===== src/rtl/nanov_serial_regfile.sv =====
// Bit-serial register file: NUM_REGS x XLEN rotating shifters moved SER_W bits per clock, x0 reads zero.
// Reads are combinational (0 cycles); en=0 stalls every register and the digit counter.
module nanov_serial_regfile #(
  parameter int NUM_REGS = 16,
  parameter int XLEN     = 32,
  parameter int SER_W    = 1,
  parameter int BYPASS   = 1,
  parameter int AW       = $clog2(NUM_REGS),
  parameter int DW       = ((XLEN / SER_W) > 1) ? $clog2(XLEN / SER_W) : 1
) (
  input  logic             clk,
  input  logic             rst,
  input  logic             en,
  input  logic [AW-1:0]    rs1,
  input  logic [AW-1:0]    rs2,
  input  logic [AW-1:0]    rd,
  input  logic             wr_en,
  input  logic [SER_W-1:0] data_rd,
  output logic [SER_W-1:0] data_rs1,
  output logic [SER_W-1:0] data_rs2,
  output logic [DW-1:0]    digit_idx,
  output logic             digit_last,
  input  logic [AW-1:0]    dbg_addr,
  output logic [XLEN-1:0]  dbg_data
);

  localparam int D = XLEN / SER_W;

  logic [XLEN-1:0]  regs_q [1:NUM_REGS-1];
  logic [XLEN-1:0]  regs_d [1:NUM_REGS-1];
  logic [DW-1:0]    idx_q;
  logic [DW-1:0]    idx_d;
  logic [SER_W-1:0] head1;
  logic [SER_W-1:0] head2;
  logic             rd_ok;
  logic             fwd1;
  logic             fwd2;

  // Addresses at or above NUM_REGS only exist when NUM_REGS is not a power of two.
  assign rd_ok = (rd != '0) && ({1'b0, rd} < (AW+1)'(NUM_REGS));
  assign fwd1  = (BYPASS != 0) && en && wr_en && rd_ok && (rs1 == rd);
  assign fwd2  = (BYPASS != 0) && en && wr_en && rd_ok && (rs2 == rd);

  always_comb begin
    head1    = '0;
    head2    = '0;
    dbg_data = '0;
    for (int r = 1; r < NUM_REGS; r++) begin
      if (rs1 == AW'(r))      head1    = regs_q[r][SER_W-1:0];
      if (rs2 == AW'(r))      head2    = regs_q[r][SER_W-1:0];
      if (dbg_addr == AW'(r)) dbg_data = regs_q[r];
    end
  end

  assign data_rs1   = fwd1 ? data_rd : head1;
  assign data_rs2   = fwd2 ? data_rd : head2;
  assign digit_idx  = idx_q;
  assign digit_last = (idx_q == DW'(D - 1));

  // Every register rotates together so all heads always hold the same digit position.
  always_comb begin
    idx_d = idx_q;
    for (int r = 1; r < NUM_REGS; r++) begin
      regs_d[r] = regs_q[r];
    end
    if (en) begin
      idx_d = (idx_q == DW'(D - 1)) ? '0 : idx_q + 1'b1;
      for (int r = 1; r < NUM_REGS; r++) begin
        regs_d[r] = (regs_q[r] >> SER_W)
                  | (XLEN'((wr_en && (rd == AW'(r))) ? data_rd : regs_q[r][SER_W-1:0])
                     << (XLEN - SER_W));
      end
    end
  end

  always_ff @(posedge clk) begin
    if (rst) begin
      idx_q <= '0;
      for (int r = 1; r < NUM_REGS; r++) begin
        regs_q[r] <= '0;
      end
    end else begin
      idx_q <= idx_d;
      for (int r = 1; r < NUM_REGS; r++) begin
        regs_q[r] <= regs_d[r];
      end
    end
  end

endmodule


===== config.mk =====
export PLATFORM = sky130hd
export DESIGN_NAME = nanov_serial_regfile
export DESIGN_NICKNAME = d
export VERILOG_FILES = /design/src/rtl/nanov_serial_regfile.sv
export SDC_FILE = /design/constraint.sdc
export NUM_CORES = 1
export LEC_CHECK = 0
export CAP_MARGIN = 20
export CORE_MARGIN = 3
export CORE_UTILIZATION = 52
export CTS_CLUSTER_SIZE = 25
export DETAILED_ROUTE_END_ITERATION = 10
export PLACE_DENSITY = 0.69
export SYNTH_ARGS = -nofsm -noshare
export SYNTH_HDL_FRONTEND = slang
export SYNTH_SLANG_ARGS = --single-unit

===== constraint.sdc =====
create_clock -name clk -period 5.4 [get_ports clk]
set_input_delay 1.08 -clock clk [delete_from_list [all_inputs] [get_ports clk]]
set_output_delay 1.08 -clock clk [all_outputs]
set_load 0.01 [all_outputs]

==> metrics.yaml, run 1 <==
ir_drop_v: 0.000239
grtUsageTotal_pct: 26.8
design.core.area_um2: 43500
synthCells: 2470
min_from: "regs_q[0][319]"
internal-power_mw: 5.91
swShare_pct: 24.2
cp-startpoint: "dbg_addr[3]"
cts_hold_buf: 0
path_buf_inv: 3
layout_common_cells: "545 x nor2_1, 529 x mux2i_1, 485 x dfxtp_1, 107 x o21ai_0, 102 x mux2_2"
fin_crit_sh_pct: 93.6
power_density_nw_per_um2: 304
start_util_pct: 53.2
clk_pin_slew_ns: 0.06
critPathCaptureType: "output pin"
crit_type: "input port to output pin"
cts_buffer_depth: 3
cts_setup_buffers: 0
holdPathEnd: "regs_q[0][319]"
dr.pass1.iters: 6
ys_top_cells_by_area: "dfxtp_1 42%, mux2i_1 23%, nor2_1 8.8%, mux2_2 5.0%, a22oi_1 2.3%"
seqPwrFrac_pct: 46.2
slowest_stage: "clkdlybuf4s50_1"
worstSkewPairLatency_ns: 0.60
drc_errors: 0
rr_endpoint: "digit_idx[3]"
setup_viol: 0
place.gp.congestion: 0.971
power.leakage_nw: 10.6
cts_root_buf: "clkbuf_16"
fin_area_um2: 25600
syn_area_um2: 23100
regArea_um2: 9710
hp-class: "flip-flop to flip-flop"
wl_per_cell_um: 21.2
fmax_mhz: 198
rows: 76
async_flop_share_pct: 0
placedCellCount: 2958
cts_buffers: 49
io_buffers: 60
crit_fanout: 35
cts_resized: 0
crit_arrival_ns: 3.97
clock-sinks: 485
syn_area_per_cell_um2: 9.36
cap_viol_max_count: 0
die_x_um: 217
synth_cell_types: 71
cpLargestDelayFamily: "buffers and inverters"
p_sw_mw: 1.89
grt_pass1_vias: 17600
final_common_cell: "nor2_1"
reg2reg_depth: 6
drt_iter0_markers: 2130
overflow: 0
fin_nets: 2447
multi_input_area_um2: 12300
io_pins: 61
drt_wl_total_um: 64600
yosysTopAreaCell: "dfxtp_1"
max_stage_delay_ns: 0.66
syn-num-nets: 2493
grt_pass1_wl_um: 101000
ys.flop_type: "dfxtp_1"
vias: 18400
grt_max_degree: 148
relSlewSlack_pct: 28.7
synth_edf_count: 0
p_clk_share_pct: 45.4
slew_viol_final: 0
dpl.hpwl_um: 43300
setup.worst_path.start_class: "input port"
whs_ns: 0.514
crit_chain: "clkdlybuf4s50_1, buf_12, nor2b_1, a21oi_1, o21ai_0, a22oi_1, o21ai_0, clkdlybuf4s50_1"
h-tree-depth: 2
worstMarginPinSlew_ns: 1.07
die_area_um2: 47000
place_ws_ns: 0.328
grt_antenna_before_repair: 0
tritoncts: "done"
skew_ns: 0.0126
fin_tns_setup_ns: 0
rsz0062_at_grt: "false"
status: "complete, no violations"
ant_nets: 0
die_y_um: 217
setup_slack_ns: 0.348
netlist.area_leader.share_pct: 42.0
reg2reg_from: "digit_idx[0]"
yosysWarnings: 0
min_period_ns: 5.05
p_comb_share_pct: 8.3
fillers: 3778
rrSetupSlack_ns: 3.81
avgViaCountPerCell: 6.04
synthToLayoutAreaGrowth_pct: 10.7
cp.required_ns: 4.32
hold_depth: 2
synth_seq_cells: 485
seq_area_frac_synth_pct: 42.0
hold_violations: 0
finalNonFillerCells: 3050
place_area_um2: 23900
layout-drive-gt1-share_pct: 10.5
-- registers in the layout (all words and copies together), names as in the netlist --
name	count
digit_idx	5
regs_q	480
-- worst reg2reg max path, stage by stage (launching register included) --
cell and delay, ns:
dfxtp_1 0.39, ha_1 0.21, and3_1 0.19, ha_1 0.28, o21ai_0 0.13, a22oi_1 0.22, nor2_1 0.05
-- worst max path at each step --
stage	endpoint	slack, ns	depth (start not counted)
2_1_floorplan	dbg_data[11]	1.90	6
3_3_place_gp	dbg_data[10]	0.36	8
3_5_place_dp	dbg_data[13]	0.33	8
4_1_cts	dbg_data[13]	0.29	8
5_1_grt	dbg_data[13]	0.25	8
6_report	dbg_data[13]	0.35	8
-- cells in the mapped netlist (9+ instances only) --
master    count
a21oi_1      76
a221o_1      17
a22oi_1      72
a311oi_1     13
buf_2        86
buf_4        14
buf_6        10
clkbuf_1     96
dfxtp_1     485
inv_1         9
mux2_2      102
mux2i_1     529
nand2_1      68
nand2b_1     16
nor2_1      545
nor2b_1      13
nor3_1       10
o211ai_1     21
o21ai_0     107
o221ai_1     24
o22ai_1      21
-- layout make-up --
cell class	count	area share (%)
Antenna cell	1	0.00977
Clock buffer	73	5.74
Clock inverter	18	0.797
Inverter	10	0.147
Multi-Input combinational cell	1762	48.1
Sequential cell	485	37.9
Tap cell	585	2.86
Timing Repair Buffer	116	4.47
-- power by group through the flow --
stage | sequential [mW] | clock [mW] | combinational, mW
floorplan | 3.68 | 0 | 0.456
global placement | 3.68 | 0 | 0.632
detailed placement | 3.68 | 0 | 0.639
CTS | 3.60 | 3.59 | 0.641
global route | 3.60 | 3.74 | 0.687
finish | 3.60 | 3.54 | 0.649
-- layer usage --
metal | GRT usage (%) | share of wire, % | vias to the layer above
li1 | - | - | 8705
met1 | 36.5 | 44 | 8892
met2 | 42.3 | 45 | 684
met3 | 4.73 | 6.8 | 149
met4 | 10.6 | 4.1 | 0
met5 | 0 | 0 | -
-- kinds of logic after synthesis --
family                   share of synthesized area (%)
adder cells (fa/ha/maj)                          0.108
AO/OA/AOI/OAI                                     12.1
flip-flops                                        42.0
buffers and inverters                             4.78
XOR/XNOR                                         0.303
AND/OR/NAND/NOR                                   12.5
multiplexers                                      28.2
-- through the flow --
| step | power (mW) | utilization [%] |
|---|---|---|
| floorplan | 4.14 | - |
| finish | 7.80 | 58.9 |
| global placement | 4.32 | 55.1 |
| CTS | 7.84 | 58.9 |
| global route | 8.03 | 58.9 |
| detailed placement | 4.32 | 55.1 |
(Power assumes the default switching activity.)
==> run 2, diff against run 1 <==
- HOLD_SLACK_MARGIN: unset -> 0.03
==> results of run 2 <==
No change in the layout: final DEF, timing and power equal those of run 1.
==> run 3, diff against run 2 <==
- TNS_END_PERCENT: unset -> 20
==> results of run 3 <==
No change in the layout: final DEF, timing and power equal those of run 1.
